==> config.mk <==
export PLATFORM = sky130hd
export DESIGN_NAME = pipe_hazard_ctrl
export DESIGN_NICKNAME = d
export VERILOG_FILES = /design/src/rtl/pipe_hazard_ctrl.sv
export SDC_FILE = /design/constraint.sdc
export NUM_CORES = 1
export LEC_CHECK = 0
export CORE_UTILIZATION = 42
export DETAILED_ROUTE_END_ITERATION = 10
export PLACE_DENSITY = 0.9
export SYNTH_ARGS = -nofsm -noshare
export SYNTH_HDL_FRONTEND = slang
export SYNTH_SLANG_ARGS = --single-unit
==> constraint.sdc <==
create_clock -name clock -period 3.1 [get_ports clock]
set_input_delay 0.31 -clock clock [delete_from_list [all_inputs] [get_ports clock]]
set_output_delay 0.31 -clock clock [all_outputs]
set_load 0.02 [all_outputs]
==> src/rtl/pipe_hazard_ctrl.sv <==
// Hazard sequencer for the 5-stage core: load-use interlock, mult/div front-end hold, branch squash.
// Optional stall_cnt output enabled by defining PIPE_STALL_CNT_EN.
`timescale 1ns/1ps

module pipe_hazard_ctrl #(
    parameter int MD_MAX    = 32,
    parameter int FLUSH_CYC = 1
) (
    input  logic       clock,
    input  logic       reset,
    input  logic       dec_valid,
    input  logic [4:0] dec_opcode,
    input  logic [4:0] dec_aluop,
    input  logic [4:0] dec_rd,
    input  logic [4:0] dec_rs,
    input  logic [4:0] dec_rt,
    input  logic       ex_valid,
    input  logic       ex_lw,
    input  logic [4:0] ex_rd,
    input  logic       br_taken,
    input  logic       md_rdy,
    output logic       pc_en,
    output logic       ifid_en,
    output logic       idex_bubble,
    output logic       flush_ifid,
    output logic       md_start,
    output logic       md_busy,
    output logic       md_err
`ifdef PIPE_STALL_CNT_EN
    ,
    output logic [15:0] stall_cnt
`endif
);

    localparam logic [4:0] OP_RTYPE = 5'b00000;
    localparam logic [4:0] OP_SW    = 5'b00111;
    localparam logic [4:0] OP_BNE   = 5'b00010;
    localparam logic [4:0] OP_BLT   = 5'b00110;
    localparam logic [4:0] OP_JR    = 5'b00100;
    localparam logic [4:0] ALU_MUL  = 5'b00110;
    localparam logic [4:0] ALU_DIV  = 5'b00111;
    localparam logic [7:0] MD_LIMIT = 8'(MD_MAX);
    localparam bit         FLUSH_2  = (FLUSH_CYC == 2);

    typedef enum logic [1:0] {
        ST_RUN     = 2'd0,
        ST_MD_WAIT = 2'd1,
        ST_FLUSH   = 2'd2
    } state_t;

    state_t     state;
    state_t     state_d;
    logic [7:0] cnt;
    logic [7:0] cnt_d;
    logic       err_set;

    logic       rt_read;
    logic       rd_read;
    logic       src_hit;
    logic       lu;
    logic       mdi;

    // rs is always a source; rt only for R-type; rd doubles as a source for stores, compare-branches and jr.
    assign rt_read = (dec_opcode == OP_RTYPE);
    assign rd_read = (dec_opcode == OP_SW) || (dec_opcode == OP_BNE) ||
                     (dec_opcode == OP_BLT) || (dec_opcode == OP_JR);

    assign src_hit = (ex_rd == dec_rs) ||
                     (rt_read && (ex_rd == dec_rt)) ||
                     (rd_read && (ex_rd == dec_rd));

    assign lu  = dec_valid && ex_valid && ex_lw && (ex_rd != 5'd0) && src_hit;
    assign mdi = dec_valid && (dec_opcode == OP_RTYPE) &&
                 ((dec_aluop == ALU_MUL) || (dec_aluop == ALU_DIV));

    always_comb begin
        state_d     = state;
        cnt_d       = cnt;
        err_set     = 1'b0;
        pc_en       = 1'b1;
        ifid_en     = 1'b1;
        idex_bubble = 1'b0;
        flush_ifid  = 1'b0;
        md_start    = 1'b0;
        md_busy     = 1'b0;
        case (state)
            ST_RUN: begin
                if (br_taken) begin
                    flush_ifid  = 1'b1;
                    idex_bubble = 1'b1;
                    if (FLUSH_2) begin
                        state_d = ST_FLUSH;
                    end
                end else if (lu) begin
                    pc_en       = 1'b0;
                    ifid_en     = 1'b0;
                    idex_bubble = 1'b1;
                end else if (mdi) begin
                    // The mult/div itself proceeds into ID/EX; only the front end freezes.
                    md_start = 1'b1;
                    pc_en    = 1'b0;
                    ifid_en  = 1'b0;
                    state_d  = ST_MD_WAIT;
                    cnt_d    = 8'd1;
                end
            end
            ST_MD_WAIT: begin
                md_busy     = 1'b1;
                pc_en       = 1'b0;
                ifid_en     = 1'b0;
                idex_bubble = 1'b1;
                cnt_d       = cnt + 8'd1;
                if (md_rdy) begin
                    state_d = ST_RUN;
                    cnt_d   = 8'd0;
                end else if (cnt == MD_LIMIT) begin
                    err_set = 1'b1;
                    state_d = ST_RUN;
                    cnt_d   = 8'd0;
                end
            end
            ST_FLUSH: begin
                flush_ifid  = 1'b1;
                idex_bubble = 1'b1;
                state_d     = ST_RUN;
            end
            default: begin
                state_d = ST_RUN;
                cnt_d   = 8'd0;
            end
        endcase
    end

    always_ff @(posedge clock or negedge reset) begin
        if (!reset) begin
            state  <= ST_RUN;
            cnt    <= 8'd0;
            md_err <= 1'b0;
        end else begin
            state <= state_d;
            cnt   <= cnt_d;
            if (err_set) begin
                md_err <= 1'b1;
            end
        end
    end

`ifdef PIPE_STALL_CNT_EN
    // Saturating count of cycles where the PC is held.
    always_ff @(posedge clock or negedge reset) begin
        if (!reset) begin
            stall_cnt <= 16'd0;
        end else if (!pc_en && (stall_cnt != 16'hFFFF)) begin
            stall_cnt <= stall_cnt + 16'd1;
        end
    end
`endif

endmodule

==> flow_summary.toml <==
[drt]
avgViaCountPerCell = 5.392
drt-initial-drc-count = 19
via_count = 922
route.detailed.drc = 0
drtAntennaViolNets = 0
wl_per_cell_um = 14.53
first_pass_iters = 4
routed_wirelength_um = 2485

[grt]
grt_pass1_wl_um = 3919
globalRouteOverflowTotal = 0
grt_antenna_before_repair = 0
grtUsageTotal = 0.2609
grt_max_degree = 11
grt_pass1_vias = 910

[floorplan]
fp.dieW_um = 47.04
ioPinCount = 44
fp.dieH_um = 47.04
placementRows = 15
start_util = 0.4680
dieArea_um2 = 2213
coreArea_um2 = 1821

[critical_path]
arrival_ns = 2.63
worstSetupEndpoint = "ifid_en"
reg2reg_depth = 7
r2r-start = "cnt[0]"
cp-start-kind = "input pin"
cp_max_fo = 4
r2r_slack_ns = 1.59
end_kind = "primary output"
required_ns = 2.79
path_class = "in -> out"
r2r-end = "state[0]"
crit_path_start = "ex_rd[0]"

[power_and_ir_drop]
power.density_nw_per_um2 = 261.0
p_leak_uw = 0.0005369
ir_worst_vdd_mv = 0.2590

[clock_tree]
cts-root-buf = "clkbuf_4"
cts.sinks = 10
clockBufferDepth = 2
clk_pin_slew_ns = 0.07
cts_buffers = 3
cts-hold-fix-buffers = 0
post_cts_resized = 0
cts-htree-levels = 1
cts_tree = "built"
clock_latency_ns = 0.27
post_cts_buffers = 0

[timing]
clock.fmax_mhz = 339.6
finalWorstPathRequiredPeriod_ns = 2.944
finalWorstSetupSlack_ns = 0.1556
setup-tns-final_ns = 0
drv_slew = 0
rsz0062_at_grt = "no"
finalHoldViolCount = 0
relSlewSlack = 0.7050
fin_skew_ns = 0.006172
finalCritPeriodShare = 0.9498
setup_viol = 0
tightest_slew_ns = 0.4412

[placement]
post-place-ws_ns = 0.2047
dp_hpwl_um = 2071
io_buffers = 42
place_congestion = 0.8771

[synthesis]
yosysTopAreaCellShare = 0.2937
synth-seq-area-share = 0.2937
yosysTopAreaCell = "dfrtp_1"
netlist_area_um2 = 852.1
synth_nets = 137
synth_cell_type_count = 34
yosys-top-cells-area = "dfrtp_1 29%, xnor2_1 12%, xor2_1 8.2%, o22ai_1 5.1%, nand2_1 4.8%"
avgSynthCellArea_um2 = 8.695
synth-warning-count = 0
ys_seq_elements = 10
syn-instance-count = 98

[outcome]
status = "completed"

[flow_run]
drv_cap = 0

[worst_hold_path]
hp-class = "in -> async"

[finish]
antenna_cells = 0
drive_gt1_frac = 0.08219
fin_nets = 186
syn_to_final_growth_pct = 59.47
==> cells in the final DEF, fill, tap and decap left out, types with 2 or more instances in the layout <==
cell	synthesis	routed
clkdlybuf4s50_1	0	42
xnor2_1	12	12
nand2_1	11	11
dfrtp_1	10	10
xor2_1	8	8
nand3_1	7	7
o22ai_1	7	7
nor2_1	5	5
inv_1	4	4
buf_4	1	4
nand2b_1	3	3
and3_1	3	3
clkbuf_4	0	3
a21oi_1	2	2
nor3_1	2	2
o21a_1	2	2
ha_1	2	2
==> Yosys cell counts <==
cell type / instances
nor4b_1: 1
nand3_1: 7
buf_4: 1
clkbuf_1: 1
or3_1: 1
o2111ai_4: 1
inv_2: 1
nor4_1: 1
o2111ai_1: 1
or4_4: 1
and4b_1: 1
nand4_1: 1
nor2b_1: 1
xor2_1: 8
and4_1: 1
a32oi_1: 1
a21oi_1: 2
nor3_1: 2
o21a_1: 2
a211o_1: 1
a211oi_1: 1
nor3b_1: 1
o21bai_1: 1
nand2_1: 11
o21ai_1: 1
a21oi_4: 1
o22ai_1: 7
nor2_1: 5
nand2b_1: 3
inv_1: 4
xnor2_1: 12
and3_1: 3
ha_1: 2
dfrtp_1: 10
==> through the flow <==
step                      hold slack, ns  std cells  total power, uW    util  instance area (um^2)
after floorplan                  0.01441         98            170.3       -                 852.1
after global placement            0.4601        167            234.7  0.7265                  1323
after detailed placement          0.4609        167            238.5  0.7265                  1323
after CTS                         0.3532        171            357.6  0.7464                  1359
after global routing              0.3589        171            373.4  0.7464                  1359
final                             0.3436        171            354.7  0.7464                  1359
==> metal layers <==
layer | global-route usage | up-vias | wire length [um]
met3 | 0.1038 | 14 | 127
met4 | 0.1314 | 0 | 98
met2 | 0.4556 | 28 | 1304
met5 | 0 | - | 0
li1 | - | 450 | -
met1 | 0.2700 | 430 | 955
==> cells by family (layout without fill, tap and decap cells) <==
family                     Yosys count  count (layout)  share of synthesized area
AOI/OAI and AO/OA                   19              19                     0.1850
xor gates and xnor gates            20              20                     0.2056
adders and majority gates            2               2                    0.02936
buffers and inverters                7              55                    0.03523
DFF                                 10              10                     0.2937
and+or+nand+nor                     40              40                     0.2511
==> layout make-up <==
class / count / area, um^2
well taps: 25 / 31.28
clock buffers: 4 / 36.28
flip-flops and latches: 10 / 250.2
multi-input cells: 81 / 571.8
repair buffers: 46 / 450.4
inverters: 5 / 18.77
fillers: 142 / 461.7
==> worst min-delay path by stage <==
| stage | depth (start not counted) | slack (ns) | to |
|---|---|---|---|
| after global routing | 1 | 0.36 | cnt[2] |
| after CTS | 1 | 0.35 | cnt[2] |
| after floorplan | 0 | 0.01 | cnt[0] |
| after detailed placement | 1 | 0.46 | md_err |
| final | 1 | 0.34 | cnt[2] |
| after global placement | 1 | 0.46 | md_err |
==> critical path, cell delays in order <==
cell             delay (ns)
clkdlybuf4s50_1        0.44
or4_4                  0.57
o2111ai_4              0.27
nor2_1                 0.07
a211oi_1               0.31
clkdlybuf4s50_1        0.67
==> sequential cells by signal, summed over array words and instances, names as in the netlist <==
name and cells:
cnt 8, md_err 1, state 1
==> power by group <==
| group | switching [uW] | internal (uW) |
|---|---|---|
| clock | 47.0 | 71.4 |
| sequential | 2.10 | 133 |
| combinational | 37.4 | 64.3 |
| total | 86.5 | 268 |
(Power assumes the default switching activity.)
